**config.mk**
```make
export PLATFORM = sky130hd
export DESIGN_NAME = frame_draw_sequencer_flat
export DESIGN_NICKNAME = d
export VERILOG_FILES = /design/src/rtl/frame_draw_pkg.sv /design/src/rtl/frame_draw_sequencer_if.sv /design/src/rtl/frame_draw_sequencer_tick_tracker.sv /design/src/rtl/frame_draw_sequencer.sv /design/src/flat_wrapper.sv
export SDC_FILE = /design/constraint.sdc
export NUM_CORES = 1
export LEC_CHECK = 0
export CORE_MARGIN = 4
export CORE_UTILIZATION = 40
export DETAILED_ROUTE_END_ITERATION = 16
export GPL_TIMING_DRIVEN = 0
export PLACE_DENSITY_LB_ADDON = 0.05
export SYNTH_ARGS = -nofsm -noshare
export SYNTH_HDL_FRONTEND = slang
export SYNTH_HIERARCHICAL = 1
export SYNTH_SLANG_ARGS = --single-unit
```
**constraint.sdc**
```tcl
create_clock -name clock -period 2.3 [get_ports clock]
set_input_delay 0.46 -clock clock [delete_from_list [all_inputs] [get_ports clock]]
set_output_delay 0.46 -clock clock [all_outputs]
set_load 0.02 [all_outputs]
```
**src/rtl/frame_draw_pkg.sv**
```systemverilog
// Shared definitions for the frame draw sequencer and the draw-source mux:
// select codes, FSM state enumeration and the per-frame slot order.
package frame_draw_pkg;

    // Draw-source select codes, shared with the multiplexer
    localparam logic [2:0] EGG1  = 3'b000;
    localparam logic [2:0] EGG2  = 3'b001;
    localparam logic [2:0] EGG3  = 3'b010;
    localparam logic [2:0] BLACK = 3'b011;
    localparam logic [2:0] PLYR  = 3'b100;
    localparam logic [2:0] GOVR  = 3'b110;
    localparam logic [2:0] NONE  = 3'b111;

    typedef enum logic [3:0] {
        ST_IDLE,
        ST_ERASE_START, ST_ERASE_WAIT,
        ST_EGG1_START,  ST_EGG1_WAIT,
        ST_EGG2_START,  ST_EGG2_WAIT,
        ST_EGG3_START,  ST_EGG3_WAIT,
        ST_PLYR_START,  ST_PLYR_WAIT,
        ST_GOVR_START,  ST_GOVR_WAIT
    } state_e;

    // Drawable objects in frame order; SLOT_DONE terminates the frame
    typedef enum logic [2:0] {
        SLOT_ERASE, SLOT_EGG1, SLOT_EGG2, SLOT_EGG3, SLOT_PLYR, SLOT_GOVR, SLOT_DONE
    } slot_e;

    // Slot that follows cur; disabled eggs are skipped, game-over replaces eggs and player
    function automatic slot_e next_slot(slot_e cur, logic gov, logic [2:0] eggs);
        slot_e r;
        case (cur)
            SLOT_ERASE: r = gov     ? SLOT_GOVR :
                            eggs[0] ? SLOT_EGG1 :
                            eggs[1] ? SLOT_EGG2 :
                            eggs[2] ? SLOT_EGG3 : SLOT_PLYR;
            SLOT_EGG1:  r = eggs[1] ? SLOT_EGG2 :
                            eggs[2] ? SLOT_EGG3 : SLOT_PLYR;
            SLOT_EGG2:  r = eggs[2] ? SLOT_EGG3 : SLOT_PLYR;
            SLOT_EGG3:  r = SLOT_PLYR;
            default:    r = SLOT_DONE;
        endcase
        return r;
    endfunction

    function automatic slot_e state_slot(state_e s);
        slot_e r;
        case (s)
            ST_ERASE_START, ST_ERASE_WAIT: r = SLOT_ERASE;
            ST_EGG1_START,  ST_EGG1_WAIT:  r = SLOT_EGG1;
            ST_EGG2_START,  ST_EGG2_WAIT:  r = SLOT_EGG2;
            ST_EGG3_START,  ST_EGG3_WAIT:  r = SLOT_EGG3;
            ST_PLYR_START,  ST_PLYR_WAIT:  r = SLOT_PLYR;
            ST_GOVR_START,  ST_GOVR_WAIT:  r = SLOT_GOVR;
            default:                       r = SLOT_DONE;
        endcase
        return r;
    endfunction

    function automatic state_e slot_start_state(slot_e s);
        state_e r;
        case (s)
            SLOT_ERASE: r = ST_ERASE_START;
            SLOT_EGG1:  r = ST_EGG1_START;
            SLOT_EGG2:  r = ST_EGG2_START;
            SLOT_EGG3:  r = ST_EGG3_START;
            SLOT_PLYR:  r = ST_PLYR_START;
            SLOT_GOVR:  r = ST_GOVR_START;
            default:    r = ST_IDLE;
        endcase
        return r;
    endfunction

    function automatic state_e slot_wait_state(slot_e s);
        state_e r;
        case (s)
            SLOT_ERASE: r = ST_ERASE_WAIT;
            SLOT_EGG1:  r = ST_EGG1_WAIT;
            SLOT_EGG2:  r = ST_EGG2_WAIT;
            SLOT_EGG3:  r = ST_EGG3_WAIT;
            SLOT_PLYR:  r = ST_PLYR_WAIT;
            SLOT_GOVR:  r = ST_GOVR_WAIT;
            default:    r = ST_IDLE;
        endcase
        return r;
    endfunction

    function automatic logic [2:0] slot_code(slot_e s);
        logic [2:0] r;
        case (s)
            SLOT_ERASE: r = BLACK;
            SLOT_EGG1:  r = EGG1;
            SLOT_EGG2:  r = EGG2;
            SLOT_EGG3:  r = EGG3;
            SLOT_PLYR:  r = PLYR;
            SLOT_GOVR:  r = GOVR;
            default:    r = NONE;
        endcase
        return r;
    endfunction

endpackage

```
**src/rtl/frame_draw_sequencer_if.sv**
```systemverilog
// Sequencer-side bundle: frame inputs, engine handshake, plot gate and status.
// master = sequencer, slave = engines / frame source / VGA side.
interface frame_draw_sequencer_if;
    import frame_draw_pkg::*;

    logic       frame_tick;
    logic       game_over;
    logic [2:0] egg_en;
    logic       px_valid;
    logic       slot_done;
    logic [2:0] mux_select;
    logic       slot_start;
    logic       plot;
    logic       busy;
    logic [7:0] overrun_cnt;
    logic       wdog_err;

    modport master (
        input  frame_tick, game_over, egg_en, px_valid, slot_done,
        output mux_select, slot_start, plot, busy, overrun_cnt, wdog_err
    );

    modport slave (
        output frame_tick, game_over, egg_en, px_valid, slot_done,
        input  mux_select, slot_start, plot, busy, overrun_cnt, wdog_err
    );
endinterface

```
**src/rtl/frame_draw_sequencer_tick_tracker.sv**
```systemverilog
// Pending frame-tick flag plus saturating count of ticks dropped while a
// frame is still being drawn.
module frame_tick_tracker (
    input  logic       clock,
    input  logic       resetn,
    input  logic       frame_tick,
    input  logic       idle,
    output logic       pending,
    output logic [7:0] overrun_cnt
);

    // Pending is consumed whenever the sequencer is idle (it starts a frame then)
    always_ff @(posedge clock) begin
        if (!resetn) begin
            pending     <= 1'b0;
            overrun_cnt <= '0;
        end else if (idle) begin
            pending <= 1'b0;
        end else if (frame_tick) begin
            if (!pending)
                pending <= 1'b1;
            else if (overrun_cnt != '1)
                overrun_cnt <= overrun_cnt + 8'd1;
        end
    end

endmodule

```
**src/rtl/frame_draw_sequencer.sv**
```systemverilog
// Frame draw sequencer: steps the draw-source select through erase, eggs,
// player or game-over once per frame, pulsing each engine's start and gating
// plot to the selected engine.
// Optional slot watchdog: define FRAME_SEQ_WATCHDOG_EN.
module frame_draw_sequencer
    import frame_draw_pkg::*;
#(
    parameter int unsigned WDOG_CYCLES = 32768,
    parameter int unsigned WDOG_W      = 16
) (
    input  logic                   clock,
    input  logic                   resetn,
    frame_draw_sequencer_if.master bus
);

    if (64'(WDOG_CYCLES) >= (64'd1 << WDOG_W)) begin : g_wdog_cfg_bad
        $error("WDOG_W too narrow for WDOG_CYCLES");
    end

    state_e     state, state_nx;
    slot_e      cur;
    logic       gov_q;
    logic [2:0] eggs_q;
    logic       pending;
    logic       frame_go;
    logic       wdog_timeout;
    logic [2:0] mux;
    logic       start;
    logic       plot;

    assign cur      = state_slot(state);
    assign frame_go = (state == ST_IDLE) && (bus.frame_tick || pending);

    frame_tick_tracker u_tick (
        .clock       (clock),
        .resetn      (resetn),
        .frame_tick  (bus.frame_tick),
        .idle        (state == ST_IDLE),
        .pending     (pending),
        .overrun_cnt (bus.overrun_cnt)
    );

`ifdef FRAME_SEQ_WATCHDOG_EN
    logic [WDOG_W-1:0] wdog_cnt;
    logic              wdog_err_q;
    logic              in_wait;

    assign in_wait      = (state != ST_IDLE) && (state != slot_start_state(cur));
    assign wdog_timeout = in_wait && !bus.slot_done && (wdog_cnt == WDOG_W'(WDOG_CYCLES - 1));

    // Every WAIT is preceded by a START, so clearing outside WAIT equals clearing on START
    always_ff @(posedge clock) begin
        if (!resetn) begin
            wdog_cnt   <= '0;
            wdog_err_q <= 1'b0;
        end else begin
            wdog_cnt <= in_wait ? wdog_cnt + 1'b1 : '0;
            if (wdog_timeout)
                wdog_err_q <= 1'b1;
        end
    end

    assign bus.wdog_err = wdog_err_q;
`else
    assign wdog_timeout = 1'b0;
    assign bus.wdog_err = 1'b0;
`endif

    // State register; frame inputs latched on the frame-start edge
    always_ff @(posedge clock) begin
        if (!resetn) begin
            state  <= ST_IDLE;
            gov_q  <= 1'b0;
            eggs_q <= '0;
        end else begin
            state <= state_nx;
            if (frame_go) begin
                gov_q  <= bus.game_over;
                eggs_q <= bus.egg_en;
            end
        end
    end

    // Next-state and Moore/plot outputs
    always_comb begin
        state_nx = state;
        mux      = NONE;
        start    = 1'b0;
        plot     = 1'b0;
        case (state)
            ST_IDLE: begin
                if (frame_go)
                    state_nx = ST_ERASE_START;
            end
            ST_ERASE_START, ST_EGG1_START, ST_EGG2_START,
            ST_EGG3_START, ST_PLYR_START, ST_GOVR_START: begin
                mux      = slot_code(cur);
                start    = 1'b1;
                state_nx = slot_wait_state(cur);
            end
            default: begin
                mux  = slot_code(cur);
                plot = bus.px_valid;
                if (bus.slot_done || wdog_timeout)
                    state_nx = slot_start_state(next_slot(cur, gov_q, eggs_q));
            end
        endcase
    end

    assign bus.mux_select = mux;
    assign bus.slot_start = start;
    assign bus.plot       = plot;
    assign bus.busy       = (state != ST_IDLE);

endmodule
```
**src/flat_wrapper.sv**
```systemverilog
// flat-port wrapper written by rule: the top's interface ports become plain ports
module frame_draw_sequencer_flat import frame_draw_pkg::*;
#(
    parameter int unsigned WDOG_CYCLES = 32768,
    parameter int unsigned WDOG_W      = 16
)
  (clock, resetn, bus_frame_tick, bus_game_over, bus_egg_en, bus_px_valid, bus_slot_done, bus_mux_select, bus_slot_start, bus_plot, bus_busy, bus_overrun_cnt, bus_wdog_err);
  frame_draw_sequencer_if bus_i ();
  input  logic clock;
  input  logic resetn;
  input wire logic [$bits(bus_i.frame_tick)-1:0] bus_frame_tick;
  input wire logic [$bits(bus_i.game_over)-1:0] bus_game_over;
  input wire logic [$bits(bus_i.egg_en)-1:0] bus_egg_en;
  input wire logic [$bits(bus_i.px_valid)-1:0] bus_px_valid;
  input wire logic [$bits(bus_i.slot_done)-1:0] bus_slot_done;
  output wire logic [$bits(bus_i.mux_select)-1:0] bus_mux_select;
  output wire logic [$bits(bus_i.slot_start)-1:0] bus_slot_start;
  output wire logic [$bits(bus_i.plot)-1:0] bus_plot;
  output wire logic [$bits(bus_i.busy)-1:0] bus_busy;
  output wire logic [$bits(bus_i.overrun_cnt)-1:0] bus_overrun_cnt;
  output wire logic [$bits(bus_i.wdog_err)-1:0] bus_wdog_err;
  assign bus_i.frame_tick = bus_frame_tick;
  assign bus_i.game_over = bus_game_over;
  assign bus_i.egg_en = bus_egg_en;
  assign bus_i.px_valid = bus_px_valid;
  assign bus_i.slot_done = bus_slot_done;
  assign bus_mux_select = bus_i.mux_select;
  assign bus_slot_start = bus_i.slot_start;
  assign bus_plot = bus_i.plot;
  assign bus_busy = bus_i.busy;
  assign bus_overrun_cnt = bus_i.overrun_cnt;
  assign bus_wdog_err = bus_i.wdog_err;
  frame_draw_sequencer #(.WDOG_CYCLES(WDOG_CYCLES), .WDOG_W(WDOG_W)) u_core (.clock(clock), .resetn(resetn), .bus(bus_i));
endmodule
```
* Yosys cells after proc, flatten, opt, wreduce, memory -nomap -nowiden *
Memory sizes are Yosys's and may differ from the RTL's. A register that Yosys moved wholly into a read port is not among the register bits.
Cells that the tools add are included.

word-level totals
  input bits = 9
  register bits after elaboration = 17
  memories = 1
  output and inout bits = 15
  bits in writable memories = 0
  bits in latches = 0
  bits in read-only memories = 48
  logic and storage cells = 57

memories
  name             depth  bits a word  read ports  clocked after Yosys merged registers in  write ports  RTL line              text
  (no name shown)  16     3            1           1                                        0            frame_draw_pkg.sv:48  case (s)

operators by class
  multiply operators = 0
  bitwise logic cells = 2
  multiplexer cells = 18
  divide/modulo/power cells = 0
  reductions and logical operators = 12
  add/sub/neg operators = 1
  $lt $le $gt $ge = 0
  shift-type cells = 0
  equality and inequality tests = 18

operators with widths
  kind                   number
  $pmux W4 S6            2
  $mux W3                7
  $pmux W3 S6            1
  $mux W4                4
  $eq A3 B2 Y1 const B   4
  $eq A3 B3 Y1 const B   4
  $pmux W3 S4            1
  $add A8 B1 Y8 const B  1
  $eq A4 B3 Y1 const B   2
  $eq A4 B4 Y1 const B   2
  $ne A8 B8 Y1 const B   1
  $pmux W4 S2            1
  $reduce_or A7 Y1       1
  $eq A3 B1 Y1 const B   2
  $logic_not A3 Y1       2
  $reduce_or A6 Y1       1
  $eq A4 B1 Y1 const B   1
  $eq A4 B2 Y1 const B   1
  $logic_not A4 Y1       1
  $reduce_and A4 Y1      1
  $reduce_bool A4 Y1     1
  $reduce_bool A3 Y1     1
  $mux W1                2
  $ne A2 B1 Y1 const B   1
  other kinds (5)        6

* Depth between registers and ports, before layout *
Gate-level depths: netlist of the first run.

  depth in word-level cells = 13
  depth in mapped cells = 10
  mapped depth without buffers = 10

* Modules after synthesis *
Netlist of the first run, hierarchy kept.

by module, submodules not included
  module                instances  cells an instance  area an instance (sq um)  seq. area each (sq um)
  frame_draw_sequencer  1          102                788.3                     220.2
  frame_tick_tracker    1          57                 509.2                     180.2

* Worst setup path after synthesis of the first run *
OpenSTA, ideal clock, no wires.

  path kind = reg-to-reg
  start point = register u_core.state[2]
  end point = register u_core/cur[0] (netlist name)
  data arrival time = 2.017 ns
  stages on the path, launching flop included = 9
  data required time = 2.177 ns
  slack = 0.160 ns
  library setup time = 0.123 ns
  path through = dfxtp_1 or4_4 clkbuf_1 nand3_1 and4_1 inv_1 ha_1 nor3b_1 a211oi_1

between the ends
  word-level cells in the longest chain between the ends = 6
  elaborated cells on any way between the ends = 15
  those cells by class = eq/ne: 7; mux: 3; reduce/logical: 5

RTL lines
  item                                                                 RTL line                    text
  start, declared                                                      frame_draw_sequencer.sv:20  state_e state, state_nx;
  start signal, assigned                                               frame_draw_sequencer.sv:76  state <= state_nx;
  $eq A4 B1 Y1, or another cell as far along                           frame_draw_sequencer.sv:90  case (state)
  $reduce_or A6 Y1 or $logic_and A1 B1 Y1 (tied branches)              --
  $reduce_bool A3 Y1 (no source line) or $ne A2 B1 Y1 (tied branches)  --
  $reduce_and A2 Y1 (no source line)                                   --
  $mux W4 (no source line) * (2 in series)                             --

Mark *: on every way between the ends. The rest lies on a longest branch, timed or not.
A chain may end at the register's enable or synchronous reset.

* Final worst setup path of the first run *
  start point = register u_core.state[2]
  end point = output port bus_busy

between the ends
  word-level cells in the longest chain between the ends = 1

RTL lines
  item                RTL line                     text
  $reduce_bool A4 Y1  frame_draw_sequencer.sv:113  assign bus.busy = (state != ST_IDLE);
  end, declared       flat_wrapper.sv:19           output wire logic [$bits(bus_i.busy)-1:0] bus_busy;

Every way passes these cells.

==> results.toml, run 1 <==
[status]
status = "finished, final reports clean"

[final_layout]
n_fill_cell = 311
fin_util_pct = 54.0
areaGrowthSynthToFinish_pct = 28.1
multiInputGateArea_um2 = 836
num_antenna_cells = 0
drive_above_1_share_pct = 16.6
fin_cells = 231
final_nets = 201
seqCellArea_um2 = 404

[power_and_ir_drop]
peakVddDrop_v = 0.000676
p_clk_share_pct = 14.6
p_seq_share_pct = 25.7
swShare_pct = 44.0
p_int_w = 0.00113
leakage_nw = 0.600
p_sw_w = 0.000883
cellPowerDensity_nw_per_um2 = 1210
p_comb_share_pct = 59.7

[cts]
clkTransAtPathRegs_ns = 0.12
insertion_delay_ns = 0.30
cts.sinks = 20
cts_root_buf = "clkbuf_4"
cts_buffers = 3
cts_tree = "built"
cts.path.max_buffers = 2
h-tree-depth = 1
cts_hold_buf = 0

[floorplan]
die-area_um2 = 4220
ios = 24
fp.coreArea_um2 = 3080
dieWidth_um = 65.0
initial_core_util_pct = 42.2
rows = 20
die_y_um = 65.0

[logic_synthesis]
synthTopCellsByArea = "dfxtp_1 (31%), nand2_1 (5.5%), mux2i_1 (4.6%), ha_1 (3.9%), nand2b_1 (3.9%)"
ys_seq_area_share_pct = 30.9
yosys_warnings = 6
synth.cell_area_um2 = 1300
syn_area_per_cell_um2 = 8.16
syn_inst = 159
synthXorXnorAreaFrac_pct = 0.675
synth_cell_types = 49
ys_ff_latch = 20
yosys.area_share.simple_pct = 26.7
synth_top_family_by_area = "simple AND/OR/NAND/NOR gates"
yosys.area.top_type = "dfxtp_1"
syn-num-nets = 172
synthMuxAreaShare_pct = 4.63
yosysTopAreaCellShare_pct = 30.9
synth-compound-area-share_pct = 26.5
synthAdderAreaFrac_pct = 3.86

[placed_design]
place_hpwl_mm = 2.31
gp_congestion = 0.783
dp.cells = 225
portBuffers = 22

[timing]
finalSetupTns_ns = 0
hold_slack_ns = 0.508
timing.fmax_ghz = 0.448
grt_setup_unrepaired = "yes"
post-route-min-period_ns = 2.23
slew_violations = 0
skew_ns = 0.00194
setup_viol = 0
finalHoldViolCount = 0
fin_crit_sh_pct = 97.1

[route]
avgRoutedWirePerCell_um = 12.8
drtIter0Drc = 59
ant_nets = 0
drtPass1Iterations = 6
vias = 1238
drc = 0
vias_per_cell = 5.36
drt-total-wl_mm = 2.97

[worst_setup_path]
critical_path_class = "flip-flop to primary output"
worstSetupEndpointType = "primary output"
crit_path_start_kind = "flip-flop"
cp.required_ns = 1.84
worstPathArrival_ns = 1.77
cp_max_fo = 10

[grt]
antenna_found_initial = 0
grt-ovfl-total = 0
grt_usage_pct = 14.5
grt_pass1_vias = 1117
grt_pass1_wl_mm = 4.89
grt_max_degree = 13

[worst_hold_path]
holdCritPathClass = "flip-flop to flip-flop"

[job]
maxCapViolCount = 0
-- layout by cell type, fill, tap and decap left out, types with 2 or more instances in the layout --
cell type and instances:
buf_2 2, a211oi_1 4, nor2b_1 2, ha_1 3, a21oi_1 6, mux2i_1 5, clkbuf_4 3, clkbuf_1 4
nor2_1 9, o21ai_0 10, nand3_1 6, dfxtp_1 17, dfxtp_2 3, buf_4 3, nand2_1 19, inv_1 10
a21boi_0 4, clkbuf_2 2, clkdlybuf4s50_1 18, o211ai_1 2, and4_1 3, nor3_1 7, a31oi_1 2, nand2b_1 7
-- power groups by stage --
stage / logic [W] / registers [W] / clock network [W]
after floorplan: 0.000832 / 0.000498 / 0
after global placement: 0.00111 / 0.000513 / 0
after detailed placement: 0.00114 / 0.000517 / 0
after CTS: 0.00113 / 0.000512 / 0.000305
after global routing: 0.00132 / 0.000531 / 0.000317
final: 0.00120 / 0.000516 / 0.000293
-- what timing repair did --
| action | 4_1_cts | 5_1_grt |
|---|---|---|
| setup buffers | 0 | 2 |
| pin swaps | 1 | 2 |
| setup endpoints to repair | 5 | 4 |
| resized for setup | 16 | 8 |
-- synth_stat cells (all sizes together) --
master,n
a21bo,1
nor2,11
nor2b,2
o32ai,1
nand2b,8
nand2,19
o311ai,1
and3,1
a21oi,6
xnor2,1
a211oi,4
o311a,1
nand4,1
or3,1
mux2i,6
clkinv,1
nand3b,1
o211ai,3
o21ai,12
buf,2
a31oi,3
nand3,6
a2111oi,1
inv,10
ha,4
a21boi,4
conb,1
a31o,1
or4,1
clkbuf,6
and4,3
and3b,1
nor3b,1
a41oi,1
o22a,1
nor3,8
o41ai,1
a311oi,1
dfxtp,20
a211o,1
o221a,1
-- worst paths after layout --
check | from | endpoint | slack (ns) | cells after the start
hold / removal | u_core/eggs_q[0] | u_core/eggs_q[0] | 0.51 | 2
setup / recovery | u_core/state[2] | bus_busy | 0.07 | 3
setup reg to reg | u_core/state[2] | u_core/cur[0] | 0.07 | 9
hold reg to reg | u_core/eggs_q[0] | u_core/eggs_q[0] | 0.51 | 2
-- flip-flops by register name (all words and copies together), names as in the netlist --
register                   flops
u_core/state                   4
u_core/eggs_q                  3
u_core/u_tick/pending          1
u_core/gov_q                   1
u_core/u_tick/overrun_cnt      8
u_core/cur                     3
-- area by class of cell --
type                    instances  area share, %
plain buffers                   8           3.16
clock buffers                   3           1.36
clock inverters                 1           1.81
inverters                      11           2.56
multi-input cells             120           50.3
flip-flops and latches         20           24.3
well taps                      44           3.31
repair buffers                 24           13.2
-- routing by layer --
layer  GRT usage (%)  share of wire [%]
met1            17.2                 44
met2            26.2                 52
met3            2.25                2.8
met4            4.75               0.51
met5               0                  0
-- metrics by stage --
step           setup slack (ns)  power [W]  area, um^2
2_1_floorplan             0.160    0.00133        1300
3_3_place_gp             -0.126    0.00163        1570
3_5_place_dp             -0.146    0.00166        1570
4_1_cts                  0.0133    0.00195        1630
5_1_grt                 -0.0504    0.00216        1660
6_report                 0.0663    0.00201        1660
-- worst max-delay path, stage by stage, from the launching register on --
cell and delay [ns]:
dfxtp_2 0.37, or4_4 0.59, clkbuf_8 0.19, dlygate4sd2_1 0.32
-- kinds of logic (layout without fill, tap and decap cells) --
logic type,after synthesis,in the layout
DFF,20,20
muxes,6,6
buffers and inverters,19,47
AOI/OAI and AO/OA,44,44
xor gates and xnor gates,1,1
other,1,1
adders and majority gates,4,4
and+or+nand+nor,64,64
Power figures use the tool's default switching activity.
==> run 2, diff against run 1 <==
--- a/config.mk
+++ b/config.mk
@@ -6,7 +6,7 @@
 export NUM_CORES = 1
 export LEC_CHECK = 0
 export CORE_MARGIN = 4
-export CORE_UTILIZATION = 40
+export CORE_UTILIZATION = 51
 export DETAILED_ROUTE_END_ITERATION = 16
 export GPL_TIMING_DRIVEN = 0
 export PLACE_DENSITY_LB_ADDON = 0.05
==> run 2 against run 1 <==
Effect of this change:
- routed wire length rose by 0.44%
- largest power group unchanged
- first-iteration DRC count down 8.5%
- highest routed layer unchanged
- largest cell class unchanged
- clock power decreased by 30%
- register-to-register slack barely moved
- via count grew 3.0%
==> results.toml, run 2 (same netlist as run 1, synthesis figures left out) <==
[status]
status = "finished, final reports clean"

[worst_hold_path]
min_to = "u_core/eggs_q[0]"
holdPathStages = 2
min-delay-start = "u_core/eggs_q[0]"
holdCritPathClass = "flip-flop to flip-flop"

[cts]
clkTransAtPathRegs_ns = 0.12
insertion_delay_ns = 0.30
cts.sinks = 20
cts_root_buf = "clkbuf_4"
cts_tree = "built"
cts_hold_buf = 0
h-tree-depth = 1
cts_buffers = 3
cts.path.max_buffers = 2

[worst_setup_path]
crit_path_start_kind = "flip-flop"
reg2reg_slack_ns = 0.05
crit-reg2reg-launch = "u_core/state[3]"
worstPathArrival_ns = 2.44
worstRegToRegCells = 10
cp_max_fo = 5
critical_path_class = "flip-flop to flip-flop"
cp.required_ns = 2.50
worstSetupEndpointType = "flip-flop"
rr_endpoint = "u_core/cur[0]"

[route]
drtIter0Drc = 54
vias_per_cell = 5.82
vias = 1275
drtPass1Iterations = 4
avgRoutedWirePerCell_um = 13.6
drc = 0
drt-total-wl_mm = 2.98
ant_nets = 0

[timing]
slew_violations = 0
finalHoldViolCount = 0
setup_slack_ns = 0.0517
grt_setup_unrepaired = "yes"
fin_crit_sh_pct = 97.8
post-route-min-period_ns = 2.25
skew_ns = 0.00535
setup_viol = 0
timing.fmax_ghz = 0.445

[final_layout]
areaGrowthSynthToFinish_pct = 26.8
final_nets = 203
layout_common_cells = "nand2_1 (19), dfxtp_1 (19), clkdlybuf4s50_1 (18)"
top_register = "u_core/u_tick/overrun_cnt"
num_antenna_cells = 0
reg.largest.list = "u_core/u_tick/overrun_cnt (8), u_core/state (4)"
stdcell_area_um2 = 1650
n_fill_cell = 209
drive_above_1_share_pct = 17.5
largest_reg_flops = 8

[placed_design]
post-place-ws_ns = -0.107
gp_congestion = 0.797
place_hpwl_mm = 2.22
portBuffers = 22
dpl_cell_area_um2 = 1560

[power_and_ir_drop]
leakage_nw = 0.605
cellPowerDensity_nw_per_um2 = 1200
peakVddDrop_v = 0.000992

[floorplan]
ios = 24
dieWidth_um = 58.4
die-area_um2 = 3420
initial_core_util_pct = 52.9
fp.coreArea_um2 = 2450
die_y_um = 58.4
rows = 18

[grt]
grt-ovfl-total = 0
antenna_found_initial = 0
grt_max_degree = 12
grt_pass1_vias = 1178
grt_usage_pct = 18.3
grt_pass1_wl_mm = 4.95

[job]
maxCapViolCount = 0
run 2: changes by cell type in the layout (fill, tap and decap cells not counted), sizes merged:
cell	previous run	this run
buf	6	9
bufinv	1	0
clkinv	1	0
inv	10	11
run 2: report_power, final:
group	leakage (nW)	switching [W]	total, W	internal, W
combinational	0.420	0.000708	0.00126	0.000547
clock	0.0210	0.000108	0.000205	0.0000965
sequential	0.164	0.0000788	0.000510	0.000431
total	0.605	0.000895	0.00197	0.00107
run 2: routing by layer:
layer	up-vias	global-route usage (%)	routed length (um)
li1	633	-	-
met1	607	21.7	1250
met2	33	31.7	1570
met3	2	3.51	132
met4	0	8.28	20
met5	-	0	0
run 2: final cells by class:
cell class / count / area, um^2 / share of cell area (%)
Multi-Input combinational cell: 120 / 840 / 51.0
Sequential cell: 20 / 402 / 24.4
Timing Repair Buffer: 26 / 234 / 14.2
Buffer: 8 / 52.6 / 3.19
Inverter: 11 / 43.8 / 2.66
Tap cell: 30 / 37.5 / 2.28
Clock buffer: 4 / 36.3 / 2.21
run 2: repair_timing:
item | in CTS | in global routing
endpoints found under the setup margin | 4 | 3
cloned | 0 | 0
pin swaps | 1 | 3
setup buffers | 0 | 4
resized for setup | 15 | 10
run 2: worst max-delay path by stage:
stage	start	endpoint	cells past startpoint
after floorplan	u_core/state[2]	u_core/cur[0]	8
after global placement	u_core/state[2]	bus_mux_select[1]	5
after detailed placement	u_core/state[2]	bus_mux_select[1]	5
after CTS	u_core/state[1]	u_core/cur[0]	9
after global routing	u_core/state[3]	u_core/cur[0]	10
final	u_core/state[3]	u_core/cur[0]	10
run 2: critical path, stage by stage, from the launching register on:
cell and delay, ns:
dfxtp_2 0.36, or4_4 0.59, nand2_1 0.13, o22a_1 0.14, o32ai_1 0.09, mux2i_2 0.20
buf_4 0.15, nor2b_1 0.04, ha_1 0.18, nor3_2 0.21, a211oi_2 0.05
run 2: through the flow:
stage	util, %	power, W	hold WS [ns]	setup TNS, ns	cells
floorplan	-	0.00133	0.470	0	159
global placement	63.4	0.00161	0.486	-0.240	211
detailed placement	63.4	0.00164	0.494	-0.311	211
CTS	64.8	0.00184	0.514	0	215
global route	67.0	0.00213	0.552	-0.0501	219
finish	67.0	0.00197	0.519	0	219
